$ cat config.mk
export PLATFORM = sky130hd
export DESIGN_NAME = ucdp_sync_vec
export DESIGN_NICKNAME = d
export VERILOG_FILES = /design/src/rtl/ucdp_sync_vec.sv
export SDC_FILE = /design/constraint.sdc
export NUM_CORES = 1
export LEC_CHECK = 0
export BUFFER_PORTS_ARGS = -buffer_cell sky130_fd_sc_hd__buf_4
export CAP_MARGIN = 20
export CELL_PAD_IN_SITES_DETAIL_PLACEMENT = 0
export CELL_PAD_IN_SITES_GLOBAL_PLACEMENT = 2
export CORE_MARGIN = 2
export CORE_UTILIZATION = 19
export DETAILED_ROUTE_END_ITERATION = 16
export GPL_TIMING_DRIVEN = 0
export PLACE_DENSITY_LB_ADDON = 0.1
export SYNTH_ARGS = -nofsm -noshare
export SYNTH_HDL_FRONTEND = slang
export SYNTH_SLANG_ARGS = --single-unit
export TNS_END_PERCENT = 50
$ cat constraint.sdc
create_clock -name tgt_clk_i -period 0.8 [get_ports tgt_clk_i]
set_input_delay 0.16 -clock tgt_clk_i [delete_from_list [all_inputs] [get_ports tgt_clk_i]]
set_output_delay 0.16 -clock tgt_clk_i [all_outputs]
set_load 0.02 [all_outputs]
$ cat src/rtl/ucdp_sync_vec.sv
// -----------------------------------------------------------------------------
// ucdp_sync_vec
//   Multi-channel synchroniser for width_p independent asynchronous level
//   inputs into the tgt_clk_i domain. Each channel has:
//     - a stages_p deep flop chain,
//     - an optional debounce filter (filt_p > 0) that only accepts a new level
//       once it has been stable for filt_p consecutive cycles,
//     - an edge detector whose polarity is selected by edge_type_p.
//
//   Optional feature macro: UCDP_SYNC_VEC_STICKY_EN
//     defined   -> sticky edge-capture register with per-bit clear (clr_i)
//     undefined -> sticky_o is tied low and clr_i is ignored
//
//   Reset: tgt_rst_i is asynchronous, active-high. Its release is expected to
//   be synchronised to tgt_clk_i by the integrator.
// -----------------------------------------------------------------------------
module ucdp_sync_vec #(
    parameter int unsigned          width_p     = 4,
    parameter int unsigned          stages_p    = 2,
    parameter int unsigned          filt_p      = 0,
    parameter logic [1:0]           edge_type_p = 2'h0,
    parameter logic [width_p-1:0]   rstval_p    = {width_p{1'b0}}
) (
    input  logic               tgt_clk_i,
    input  logic               tgt_rst_i,
    input  logic               dft_mode_scan_shift_i,
    input  logic [width_p-1:0] d_i,
    input  logic [width_p-1:0] clr_i,
    output logic [width_p-1:0] q_o,
    output logic [width_p-1:0] edge_o,
    output logic [width_p-1:0] sticky_o
);

    // -------------------------------------------------------------------------
    // Synchroniser chain: index 0 samples the asynchronous input, the last
    // index is the metastability-settled level used by everything downstream.
    // -------------------------------------------------------------------------
    logic [stages_p-1:0][width_p-1:0] sync_r;
    logic [width_p-1:0]               sync_s;

    // Shift every channel one stage per cycle; reset loads rstval_p everywhere.
    always_ff @(posedge tgt_clk_i or posedge tgt_rst_i) begin
        if (tgt_rst_i) begin
            sync_r <= {stages_p{rstval_p}};
        end else begin
            sync_r <= {sync_r[stages_p-2:0], d_i};
        end
    end

    assign sync_s = sync_r[stages_p-1];

    // -------------------------------------------------------------------------
    // Debounce filter. filt_s is the accepted level of each channel.
    // -------------------------------------------------------------------------
    logic [width_p-1:0] filt_s;

    if (filt_p > 0) begin : g_filt
        localparam int unsigned             cnt_w_lp   = $clog2(filt_p + 1);
        localparam logic [cnt_w_lp-1:0]     cnt_max_lp = cnt_w_lp'(filt_p - 1);
        localparam logic [cnt_w_lp-1:0]     cnt_one_lp = cnt_w_lp'(1);

        logic [width_p-1:0] filt_r;

        for (genvar c = 0; c < width_p; c++) begin : g_ch
            logic [cnt_w_lp-1:0] cnt_r;
            logic [cnt_w_lp-1:0] cnt_nxt_s;
            logic                filt_nxt_s;

            // Next-state for one channel: count consecutive disagreeing
            // cycles, accept the new level when the window is complete.
            // During scan shift the filter is a plain flop behind the chain.
            always_comb begin
                cnt_nxt_s  = cnt_r;
                filt_nxt_s = filt_r[c];
                if (dft_mode_scan_shift_i) begin
                    cnt_nxt_s  = {cnt_w_lp{1'b0}};
                    filt_nxt_s = sync_s[c];
                end else if (sync_s[c] == filt_r[c]) begin
                    cnt_nxt_s  = {cnt_w_lp{1'b0}};
                    filt_nxt_s = filt_r[c];
                end else if (cnt_r == cnt_max_lp) begin
                    cnt_nxt_s  = {cnt_w_lp{1'b0}};
                    filt_nxt_s = sync_s[c];
                end else begin
                    cnt_nxt_s  = cnt_r + cnt_one_lp;
                    filt_nxt_s = filt_r[c];
                end
            end

            // Filter state register; a reset discards any partial window.
            always_ff @(posedge tgt_clk_i or posedge tgt_rst_i) begin
                if (tgt_rst_i) begin
                    cnt_r     <= {cnt_w_lp{1'b0}};
                    filt_r[c] <= rstval_p[c];
                end else begin
                    cnt_r     <= cnt_nxt_s;
                    filt_r[c] <= filt_nxt_s;
                end
            end
        end

        assign filt_s = filt_r;
    end else begin : g_nofilt
        // Without a filter the settled level is used directly, so scan shift
        // has nothing to bypass here.
        logic unused_scan_s;

        assign unused_scan_s = dft_mode_scan_shift_i;
        assign filt_s        = sync_s;
    end

    assign q_o = filt_s;

    // -------------------------------------------------------------------------
    // Edge detection against the previous accepted level.
    // -------------------------------------------------------------------------
    logic [width_p-1:0] hist_r;
    logic [width_p-1:0] edge_s;

    // Remember last cycle's accepted level for edge comparison.
    always_ff @(posedge tgt_clk_i or posedge tgt_rst_i) begin
        if (tgt_rst_i) begin
            hist_r <= rstval_p;
        end else begin
            hist_r <= filt_s;
        end
    end

    // Select the edge polarity shared by all channels.
    always_comb begin
        edge_s = {width_p{1'b0}};
        case (edge_type_p)
            2'h1:    edge_s = ~hist_r & filt_s;
            2'h2:    edge_s = hist_r & ~filt_s;
            2'h3:    edge_s = hist_r ^ filt_s;
            default: edge_s = {width_p{1'b0}};
        endcase
    end

    assign edge_o = edge_s;

    // -------------------------------------------------------------------------
    // Optional sticky capture of edge pulses.
    // -------------------------------------------------------------------------
`ifdef UCDP_SYNC_VEC_STICKY_EN
    logic [width_p-1:0] sticky_r;

    // Capture edges, clear on request; a new edge beats a same-cycle clear.
    always_ff @(posedge tgt_clk_i or posedge tgt_rst_i) begin
        if (tgt_rst_i) begin
            sticky_r <= {width_p{1'b0}};
        end else begin
            sticky_r <= (sticky_r & ~clr_i) | edge_s;
        end
    end

    assign sticky_o = sticky_r;
`else
    logic [width_p-1:0] unused_clr_s;

    assign unused_clr_s = clr_i;
    assign sticky_o     = {width_p{1'b0}};
`endif

endmodule

==> qor.csv <==
stage,metric,value,unit
run_status,outcome,"complete, but fails checks",
run_status,violations_in_the_final_reports,setup timing,
timing,min_period_over_period,1.149,
grt,grt_pass1_wl,586,um
timing,hold_slack,0.02481,ns
worst_setup_path,worstSetupPathDepth,1,
worst_setup_path,critical_path_cell_by_cell,buf_6,
synth,yosys.area.top_type_share,0.6723,
clock_network,cts-buffers-inserted,3,
timing,fin_tns_setup,-0.4296,ns
worst_hold_path,hold_class,in2reg,
worst_setup_path,worst-path-buf-inv,1,
route,detail_route.iter0.violations,1,
route,detail_route.wirelength,360,um
floorplan,std_cell_rows,14,
timing,setup_violations,4,
route,firstDrtPassIters,2,
timing,slew_viol_final,0,
worst_setup_path,critical_path_class,reg2out,
power,p_per_area,1922,mW/mm^2
route,routedWlPerCell,6.429,um
clock_network,clk_latency,0.24,ns
place,place.gp.congestion,0.5391,
synth,postSynthCellCount,22,
worst_setup_path,max_stage_delay_cell_worst_path,sky130_fd_sc_hd__dfrtp_1,
floorplan,floorplan.core_area,0.001489,sq mm
timing,maximum_clock_rate,1088,MHz
synth,synth_seq_area_share,0.6723,
route,post_drt_via_cell_ratio,2.786,
worst_setup_path,critPathMaxFanout,1,
final_layout,area.growth.synth_to_final,50.84,%
timing,worst_clock_skew,0.00004874,ns
timing,final-hold-violation-count,0,
clock_network,post_cts_buffers,0,
clock_network,tritoncts,done,
timing,unrepaired_setup_endpoints_after_global_routing,true,
floorplan,floorplan.die.height,43.59,um
floorplan,ioPinCount,23,
final_layout,n_fill_cell,166,
power,power.share.combinational,0.158,
route,via_count,156,
timing,post-route-min-period,0.9191,ns
worst_setup_path,endpoint_kind,primary output,
route,route.antenna.remaining_nets,0,
worst_setup_path,cp_top_family,flip-flops,
floorplan,initial_utilization,0.2000,
synth,post_synth_instance_area,297.8,sq um
timing,setup_ws,-0.1191,ns
job,maxCapViolations,0,
power,ir_worst_vdd,0.6811,mV
worst_setup_path,worst_ep_required_time,0.64,ns
place,detailedPlace.worstSlack,0.02793,ns
worst_setup_path,worst_setup_path_start_kind,flip-flop,
grt,grt_max_degree,9,
power,power.internal,0.0006665,W
clock_network,cts.clk_slew.worst_paths,0.06,ns
power,power,0.0008634,W
power,swShare,0.2281,
clock_network,clock-root-buffer,sky130_fd_sc_hd__clkbuf_4,
place,numPlacedInstances,54,
grt,global_route.usage.total,0.04901,
route,drt_drc_violations_left,0,
final_layout,fraction_of_final_layout_cells_sized_beyond_drive_strength_1,0.5000,
synth,synth.distinct_cells,4,
power,part_of_the_total_power_dissipated_in_the_clock_network,0.340,
synth,netlist_top_cells_area,"sky130_fd_sc_hd__dfrtp_1 67%, sky130_fd_sc_hd__buf_4 30%, sky130_fd_sc_hd__conb_1 1.3%",
power,p_leak,0.2427,nW
synth,post_synth.cell_area_avg,13.54,sq um
clock_network,clkSinkCount,8,
grt,via_count_of_the_first_global_routing_pass,146,
worst_setup_path,critPathArrivalTime,0.76,ns
synth,postSynthRegisterBits,8,
final_layout,multiInputGateArea,30.03,sq um
power,p_switching,0.0001969,W
floorplan,dieWidth,43.59,um
final_layout,register_area,200.2,sq um
power,sequentialPowerShare,0.502,
worst_setup_path,ff2ff_path_depth,0,
clock_network,htree_num_levels,1,
synth,yosys.area.top_type,sky130_fd_sc_hd__dfrtp_1,
final_layout,layoutNonFillerInstCount,56,
final_layout,num-nets-final,53,
place,port_buffers,9,
final_layout,insertedDiodeCount,0,
worst_setup_path,cp_slowest_stage_delay,0.38,ns
grt,number_of_antenna_violations_at_the_first_check_in_global_routing,0,
synth,synth-warning-count,0,
worst_hold_path,min_path_cells,1,
floorplan,floorplan.die_area,0.001900,sq mm
clock_network,clock_path_buffers,2,
grt,grt_overflow_total,0,
[registers in the layout, indices dropped and copies added, names as in the netlist]
register and count:
q_o 4, sync_r 4
[layout by cell type, fill, tap and decap left out]
cell type and instances:
sky130_fd_sc_hd__dlygate4sd3_1 3, sky130_fd_sc_hd__conb_1 8, sky130_fd_sc_hd__inv_1 1, sky130_fd_sc_hd__buf_6 4, sky130_fd_sc_hd__dfrtp_1 8, sky130_fd_sc_hd__buf_4 13
sky130_fd_sc_hd__clkbuf_4 3
[synthesized netlist by cell type]
| cell type | instances |
|---|---|
| sky130_fd_sc_hd__inv_1 | 1 |
| sky130_fd_sc_hd__conb_1 | 1 |
| sky130_fd_sc_hd__buf_4 | 12 |
| sky130_fd_sc_hd__dfrtp_1 | 8 |
[kinds of logic after synthesis]
logic type / share of synthesized area
buffers and inverters: 0.3151
DFF: 0.6723
other: 0.01259
[per-layer routing]
layer	track usage	part of all wire	up-vias
met5	0	0	-
met2	0.05294	0.38	13
met1	0.05483	0.46	63
li1	-	-	80
met3	0.02500	0.16	0
met4	0.07273	0	0
[final timing paths]
kind,from,end,slack (ns)
setup / recovery,q_o[2],q_o[2],-0.12
hold / removal,d_i[1],sync_r[1],0.02
setup reg to reg,sync_r[2],q_o[2],0.33
hold reg to reg,sync_r[0],q_o[0],0.34
max in group asynchronous,tgt_rst_i,q_o[1],0.15
min in group asynchronous,tgt_rst_i,sync_r[2],0.42
[area by class of cell]
| cell class | instances | share of cell area |
|---|---|---|
| Buffer | 8 | 0.1337 |
| Tap cell | 16 | 0.04457 |
| Sequential cell | 8 | 0.4457 |
| Clock buffer | 3 | 0.05014 |
| Timing Repair Buffer | 12 | 0.2507 |
| Inverter | 1 | 0.008357 |
| Multi-Input combinational cell | 8 | 0.06685 |
[stage by stage]
stage | utilization | area (sq um)
6_report | 0.3017 | 449.2
5_1_grt | 0.3017 | 449.2
4_1_cts | 0.2882 | 429.2
3_5_place_dp | 0.2765 | 411.6
3_3_place_gp | 0.2765 | 411.6
2_1_floorplan | - | 324.1
[timing repair]
item | in CTS | in global routing
resized for setup | 4 | 0
endpoints found under the hold margin | 8 | 2
setup endpoints to repair | 4 | 4
hold buffers | 1 | 2
[power by group through the flow]
stage	Combinational, W	Sequential, W	Clock (W)
3_3_place_gp	0.000132	0.000437	0
3_5_place_dp	0.000133	0.000438	0
2_1_floorplan	0.0000978	0.000436	0
6_report	0.000137	0.000433	0.000293
4_1_cts	0.000128	0.000434	0.000311
5_1_grt	0.000147	0.000435	0.000334
Note: power is estimated with default switching activity, not from simulation.
